===== config.mk =====
export PLATFORM = sky130hd
export DESIGN_NAME = imem_fetch_loader
export DESIGN_NICKNAME = d
export VERILOG_FILES = /design/src/rtl/imem_fetch_loader.sv
export SDC_FILE = /design/constraint.sdc
export NUM_CORES = 2
export LEC_CHECK = 0
export CAP_MARGIN = 15
export CORE_MARGIN = 2
export CORE_UTILIZATION = 52
export CTS_BUF_LIST = sky130_fd_sc_hd__clkbuf_2
export DETAILED_ROUTE_END_ITERATION = 8
export GPL_ROUTABILITY_DRIVEN = 0
export GPL_TIMING_DRIVEN = 0
export PLACE_DENSITY = 0.68
export REMOVE_ABC_BUFFERS = 1
export SYNTH_ARGS = -nofsm -noshare
export SYNTH_HDL_FRONTEND = slang
export SYNTH_SLANG_ARGS = --single-unit

===== constraint.sdc =====
create_clock -name clk -period 3.5 [get_ports clk]
set_input_delay 1.05 -clock clk [delete_from_list [all_inputs] [get_ports clk]]
set_output_delay 1.05 -clock clk [all_outputs]
set_load 0.02 [all_outputs]

===== src/rtl/imem_fetch_loader.sv =====
// ----------------------------------------------------------------------------
// imem_fetch_loader : instruction memory with 1-cycle fetch and streaming loader
// Rev 1.0
// ----------------------------------------------------------------------------
`default_nettype none

module imem_fetch_loader #(
  parameter int unsigned       DATA_W    = 32,
  parameter int unsigned       ADDR_W    = 32,
  parameter int unsigned       DEPTH     = 128,
  parameter bit                BYTE_ADDR = 1'b1,
  parameter logic [DATA_W-1:0] NOP_INST  = '0,
  parameter string             INIT_FILE = ""
) (
  input  logic                       clk,
  input  logic                       rst_n,
  input  logic [ADDR_W-1:0]          pc_i,
  input  logic                       req_i,
  input  logic                       stall_i,
  output logic [DATA_W-1:0]          inst_o,
  output logic                       inst_valid_o,
  output logic                       misalign_err_o,
  output logic                       range_err_o,
  input  logic                       ld_start_i,
  input  logic                       ld_wr_i,
  input  logic                       ld_last_i,
  input  logic [DATA_W-1:0]          ld_data_i,
  output logic                       ld_busy_o,
  output logic                       ld_done_o,
  output logic [$clog2(DEPTH+1)-1:0] ld_count_o
);

  localparam int unsigned IW = (DEPTH > 1) ? $clog2(DEPTH) : 1;
  localparam int unsigned CW = $clog2(DEPTH + 1);

  typedef enum logic [0:0] {
    S_RUN  = 1'b0,
    S_LOAD = 1'b1
  } state_t;

  logic [DATA_W-1:0] mem_q [DEPTH];

  state_t            state_q, state_d;
  logic [CW-1:0]     wptr_q, wptr_d;
  logic              done_q, done_d;
  logic              mem_we;
  logic [IW-1:0]     mem_waddr;

  logic [DATA_W-1:0] inst_q, inst_d;
  logic              valid_q, valid_d;
  logic              mis_q, mis_d;
  logic              rng_q, rng_d;

  logic [ADDR_W-1:0] fetch_idx;
  logic              fetch_misalign;
  logic              fetch_in_range;

  if (BYTE_ADDR) begin : g_byte_pc
    assign fetch_idx      = {2'b00, pc_i[ADDR_W-1:2]};
    assign fetch_misalign = |pc_i[1:0];
  end else begin : g_word_pc
    assign fetch_idx      = pc_i;
    assign fetch_misalign = 1'b0;
  end

  // Full-width compare so out-of-range PCs never alias onto a valid word.
  assign fetch_in_range = (fetch_idx < ADDR_W'(DEPTH));

  // Loader FSM: start always wins and may carry the first word with it.
  always_comb begin
    state_d   = state_q;
    wptr_d    = wptr_q;
    done_d    = 1'b0;
    mem_we    = 1'b0;
    mem_waddr = wptr_q[IW-1:0];
    if (ld_start_i) begin
      state_d = S_LOAD;
      wptr_d  = '0;
      if (ld_wr_i) begin
        mem_we    = 1'b1;
        mem_waddr = '0;
        wptr_d    = CW'(1);
      end
    end else if (state_q == S_LOAD && ld_wr_i) begin
      mem_we = 1'b1;
      wptr_d = wptr_q + CW'(1);
      if (ld_last_i || wptr_q == CW'(DEPTH - 1)) begin
        state_d = S_RUN;
        done_d  = 1'b1;
      end
    end
  end

  always_comb begin
    inst_d  = inst_q;
    valid_d = valid_q;
    mis_d   = mis_q;
    rng_d   = rng_q;
    if (!stall_i) begin
      if (state_q == S_RUN && req_i) begin
        valid_d = 1'b1;
        if (fetch_misalign) begin
          inst_d = NOP_INST;
          mis_d  = 1'b1;
          rng_d  = 1'b0;
        end else if (!fetch_in_range) begin
          inst_d = NOP_INST;
          mis_d  = 1'b0;
          rng_d  = 1'b1;
        end else begin
          inst_d = mem_q[fetch_idx[IW-1:0]];
          mis_d  = 1'b0;
          rng_d  = 1'b0;
        end
      end else begin
        valid_d = 1'b0;
        mis_d   = 1'b0;
        rng_d   = 1'b0;
      end
    end
  end

  always_ff @(posedge clk or negedge rst_n) begin
    if (!rst_n) begin
      state_q <= S_RUN;
      wptr_q  <= '0;
      done_q  <= 1'b0;
      inst_q  <= NOP_INST;
      valid_q <= 1'b0;
      mis_q   <= 1'b0;
      rng_q   <= 1'b0;
    end else begin
      state_q <= state_d;
      wptr_q  <= wptr_d;
      done_q  <= done_d;
      inst_q  <= inst_d;
      valid_q <= valid_d;
      mis_q   <= mis_d;
      rng_q   <= rng_d;
    end
  end

  // Storage is deliberately outside reset so a partial image survives rst_n.
  always_ff @(posedge clk) begin
    if (mem_we) begin
      mem_q[mem_waddr] <= ld_data_i;
    end
  end

  assign inst_o         = inst_q;
  assign inst_valid_o   = valid_q;
  assign misalign_err_o = mis_q;
  assign range_err_o    = rng_q;
  assign ld_busy_o      = (state_q == S_LOAD);
  assign ld_done_o      = done_q;
  assign ld_count_o     = wptr_q;

endmodule

`default_nettype wire


## After elaboration in Yosys (flattened, before gate mapping)

Memory sizes are Yosys's and may differ from the RTL's.
Index checks and enable logic that the tools add are counted.

| word-level totals | value |
|---|---|
| bits in registers | 45 |
| latch bits | 0 |
| memory bits (writable) | 4096 |
| bits in read-only memories | 0 |
| input port bits | 71 |
| output and inout bits | 45 |
| word-level logic and storage cells | 45 |
| memories kept | 1 |

Memory list:

| name | words | width | read ports | clocked after memory_dff | write ports | RTL line | RTL |
|---|---|---|---|---|---|---|---|
| mem_q | 128 | 32 | 1 | 0 | 1 | 41 | `logic [DATA_W-1:0] mem_q [DEPTH];` |

| cells by class | value |
|---|---|
| add/subtract/negate cells | 1 |
| multipliers | 0 |
| div/mod/pow operators | 0 |
| $lt $le $gt $ge | 1 |
| eq/ne operators | 1 |
| shifts and indexed selects | 0 |
| mux-type cells | 24 |
| bitwise operators | 2 |
| reduce and logical (&&, ||, !) cells | 8 |

Operators with widths:

| operator | count |
|---|---|
| $mux 32 | 2 |
| $lt 30x8->1 const B | 1 |
| $mux 1 | 18 |
| $mux 8 | 2 |
| $mux 7 | 2 |
| $add 8x1->8 const B | 1 |
| $eq 8x7->1 const B | 1 |
| $reduce_and 2->1 | 2 |
| $reduce_bool 2->1 | 2 |
| $logic_and 1x1->1 | 2 |
| $not 1->1 | 2 |
| $reduce_or 2->1 | 1 |
| $logic_or 1x1->1 | 1 |

## Longest topological paths before layout

| logic depth | value |
|---|---|
| word-level depth | 5 |
| depth in mapped cells | 13 |
| gate-level depth less buffers | 7 |

## Worst setup path after synthesis

No wires, ideal clock.

| path | value |
|---|---|
| kind | in2reg |
| start point | input ld_wr_i |
| end point | memory mem_q[111][0], enable pin |
| library setup time | 421 ps |
| data arrival time | 3506 ps |
| required time | 3079 ps |
| path slack | -427 ps |
| stages | 6 |
| buffers on the path | 2 |
| path through | and2_1 -> clkbuf_1 -> nand4_1 -> or2_2 -> clkbuf_1 -> nor2_1 |

| between the ends | value |
|---|---|
| longest elaborated chain between the ends | 5 |
| elaborated cells between the ends (all ways) | 8 |
| those cells by class | mux: 7; reduce/logical: 1 |

RTL lines:

| what | RTL line | RTL |
|---|---|---|
| from (decl) | 25 | `input logic ld_wr_i,` |
| $logic_and 1x1->1 | 84 | `end else if (state_q == S_LOAD && ld_wr_i) begin` |
| $mux 1 | 84 |  |
| $mux 1 | 76 | `if (ld_start_i) begin` |
| $mux 1 | 145 | `if (mem_we) begin` |
| $mux 1 (not written as such) | 146 | `mem_q[mem_waddr] <= ld_data_i;` |
| to (decl) | 41 |  |

Parallel ways exist; a longest one is shown, timed or not.

## Final worst setup path

| path | value |
|---|---|
| start point | register inst_q[1], in the netlist inst_o[1] |
| end point | output inst_o[1] |

RTL lines:

| what | RTL line | RTL |
|---|---|---|
| from (decl) | 49 | `logic [DATA_W-1:0] inst_q, inst_d;` |
| from (signal assigned) | 136 | `inst_q <= inst_d;` |
| to (decl) | 20 | `output logic [DATA_W-1:0] inst_o,` |

No word-level cell between the ends.

==> metrics.md <==
| Metric | Value |
|---|---|
| Outcome | `complete, but fails checks` |
| Violated checks | `setup timing` |
| Worst Setup SP | `inst_o[1]$_DFFE_PN0P_` |
| Leading cell types in the layout, fill and taps excluded | `sky130_fd_sc_hd__edfxtp_1 (4,096), sky130_fd_sc_hd__clkbuf_2 (1,382), sky130_fd_sc_hd__mux2i_1 (1,020)` |
| Number of nets in the layout | `8,825` |
| Overall power consumption | `90.2 mW` |
| Count of unique library cells instantiated by Yosys | `42` |
| Part of the cycle the worst path needs | `119%` |
| Number of standard cells after synthesis | `7,659` |
| Slew Limit Headroom | `1.59%` |
| DP HPWL | `245 mm` |
| Register-to-Register Path Depth | `6` |
| End point of the worst hold path | `inst_o[24]$_DFFE_PN0P_` |
| Worst setup path category | `reg -> out` |
| Growth of design area from synthesis to finish | `14.4%` |
| Die boundary width | `557 microns` |
| Combinational family with the most area after synthesis | `multiplexers` |
| FF/Latch Area | `124,000 sq um` |
| Standard cell core area | `305,000 sq um` |
| Worst-margin pin slew | `1480 ps` |
| Maximum net fanout on the critical path | `2` |
| Worst r2r src | `ld_count_o[4]$_DFFE_PN0P_` |
| Kind of capture point of the worst setup path | `primary output` |
| Longest individual stage delay on the worst path | `570 ps` |
| Root buf cell | `sky130_fd_sc_hd__clkbuf_2` |
| Layout cells sized above 1 | `29.6%` |
| Shortest clock period the worst path allows after layout | `4150 ps` |
| Cell Pwr Density | `495 nW/um^2` |
| Via density per instance | `6.18` |
| Setup TNS | `-26,510 ps` |
| Wirelength per Cell | `31.0 microns` |
| Inst Count DP | `11,700` |
| Routed wire length | `422 mm` |
| Synthesis warning total | `0` |
| Netlist area before placement | `159,000 sq um` |
| Maximum number of pins on one net before global-route repair | `132` |
| Antenna violations before repair | `15` |
| Total setup violations reported at the end of the flow | `218` |
| Top achievable clock speed | `241 MHz` |
| Worst hold path cell count | `6` |
| Detailed router's first-iteration violation count | `10,900` |
| Multi-input combinational cell area | `34,300 sq um` |
| Clock transition at the registers of the reported paths | `110 ps` |
| Level count of the clock H-tree | `6` |
| Start point of the worst hold path | `pc_i[2]` |
| Placed cell area | `170,000 sq um` |
| Remaining DRCs | `0` |
| Most common cell after layout, fill and taps aside | `sky130_fd_sc_hd__edfxtp_1` |
| Area fraction in and, or, nand and nor cells after synthesis | `1.72%` |
| Post-synthesis area per instance | `20.8 sq um` |
| Register-to-register setup slack | `20 ps` |
| Number of flops mapped to enable cells by yosys | `4,096` |
| Async set-reset flop share out of synthesis | `1.09%` |
| Multiplexer area fraction after synthesis | `15.4%` |
| Antenna viol nets, final | `0` |
| PnR worst setup slack | `-649 ps` |
| Clk sinks | `4,141` |
| Gr usage total | `26.8%` |
| Via Count | `84,100` |
| Clock Tree Buf Depth | `4` |
| Effective utilization at floorplan | `52.2%` |
| Data required time of the worst path | `2450 ps` |
| Buffers on Ports | `115` |
| Area fraction in compound gates after synthesis | `3.49%` |
| Final instance area | `182,000 sq um` |
| Data arrival time of the worst path | `3100 ps` |
| Top cell family by delay on the critical path | `flip-flops` |
| Setup repair after global routing missed its margin | `true` |
| Final Max Tran Viols | `0` |
| Number of inserted filler cells in the final layout | `21,900` |
| TritonCTS clock tree | `yes` |
| Crit path launch type | `flip-flop` |
| Number of optimization iterations in the first detailed-route pass | `6` |
| Worst hold path type | `in -> reg` |
| Count of boundary I/O pins | `116` |
| Prevailing post-synth register cell | `sky130_fd_sc_hd__edfxtp_1` |
| Minimum hold slack | `244 ps` |
| Vias in the first global route | `83,700` |
| Global-route wire length before repair | `590 mm` |
| Die Area | `311,000 sq um` |
| Number of buffer and inverter instances along the worst setup path | `1` |
| Die height | `557 microns` |
| Row cnt | `203` |
| Worst IR drop on VDD | `0.000318 V` |
| Clk Latency, worst-skew pair | `2330 ps` |
| Total gr overflow | `0` |
| Leakage power figure | `61.0 nW` |
| Arithmetic-cell share of the synthesized area counting full adders, half adders and majority gates | `0.00785%` |
| Post-synthesis register bit count | `4,141` |
| Reg-to-Reg End | `mem_q[26][6]$_DFFE_PP_` |
| Maximum clock skew at final layout | `273 ps` |
| Count of final hold-check violations | `0` |
| Xor and xnor fraction of the mapped netlist area | `0.0220%` |
| Max capacitance violation total | `0` |
| Number of buffers added by the clock tree synthesis step | `953` |
| Fraction of the yosys area taken by sequential cells | `77.9%` |
| Final Non-Filler Cells | `13,600` |
| Sequence of cells on the critical path | `buf_6` |
| Critical-path top delay cell | `sky130_fd_sc_hd__dfrtp_2` |
## power by group
group          total [mW]  switching, mW  internal (mW)
clock                30.1           18.7           11.4
combinational        5.58           3.58           2.00
sequential           54.5         0.0240           54.5
total                90.2           22.3           67.9
## per-stage QoR
step           utilization (%)  setup slack, ps
4_1_cts                   59.5             -832
2_1_floorplan                -            -6430
3_5_place_dp              55.6            -4080
6_report                  59.7             -649
3_3_place_gp              53.5          -139970
5_1_grt                   59.7             -704
## worst max path at each step
stage / depth (start not counted) / endpoint
after global routing: 2 / inst_o[7]
after floorplan: 5 / inst_o[25]$_DFFE_PN0P_
after CTS: 1 / inst_o[1]
after detailed placement: 12 / inst_o[9]$_DFFE_PN0P_
final: 1 / inst_o[1]
after global placement: 7 / inst_o[0]$_DFFE_PN0P_
## synthesized netlist by cell type (all sizes together) (31+ instances only)
cell type / instances / area (sq um)
o221ai: 31 / 272
edfxtp: 4096 / 123000
o21ai: 38 / 190
nor2: 163 / 612
nor2b: 39 / 244
dfrtp: 45 / 1130
clkbuf: 227 / 852
and3: 32 / 200
buf: 232 / 1460
a31oi: 62 / 388
a22oi: 355 / 2670
a21oi: 99 / 495
mux2i: 1020 / 10200
o41ai: 31 / 272
mux4: 618 / 13900
nand3: 139 / 696
o21a: 32 / 240
nor3: 51 / 255
o22ai: 95 / 594
mux2: 33 / 372
a211oi: 31 / 233
nand2: 109 / 409
## repair_timing
action                     4_1_cts  5_1_grt
setup endpoints to repair     2579      682
hold buffers                   149        0
pin swaps                       16       19
cloned                           9        2
gates resized for setup        353       27
hold endpoints to repair      4186        0
buffers inserted                47       31
## sequential cells by signal, summed over array words and instances, names as in the netlist
signal,count
inst_o,32
inst_valid_o,1
ld_busy_o,1
ld_count_o,8
ld_done_o,1
mem_q,4096
misalign_err_o,1
range_err_o,1
## final cells by class
cell class	instances	area share [%]
flip-flops and latches	4141	68.1
repair buffers	597	5.53
multi-input cells	3060	18.8
clock inverters	311	0.898
well taps	4100	2.81
diodes	10	0.0137
clock buffers	1382	3.79
## worst min-delay path, stage by stage
cell and delay [ps]:
sky130_fd_sc_hd__buf_16 190, sky130_fd_sc_hd__buf_12 220, sky130_fd_sc_hd__mux4_2 240, sky130_fd_sc_hd__mux4_2 300
sky130_fd_sc_hd__o22ai_1 150, sky130_fd_sc_hd__o41ai_1 320
## cell families (layout without fill, tap and decap cells)
kind of cell / after synthesis / count (layout)
compound gates: 799 / 799
xor+xnor: 4 / 4
fa+ha+maj: 1 / 1
buf+inv: 459 / 2290
flops: 4141 / 4141
mux: 1671 / 1671
other cells: 0 / 10
simple gates: 584 / 585
## metal layers
| metal | wire [microns] | part of all wire (%) | global-route usage [%] | vias to the layer above |
|---|---|---|---|---|
| li1 | - | - | - | 34800 |
| met1 | 163000 | 39 | 37.8 | 43600 |
| met2 | 194000 | 46 | 40.5 | 4900 |
| met3 | 47100 | 11 | 6.57 | 690 |
| met4 | 17400 | 4.1 | 11.2 | 4 |
| met5 | 23 | 0.0055 | 0 | - |
(Power assumes the default switching activity.)
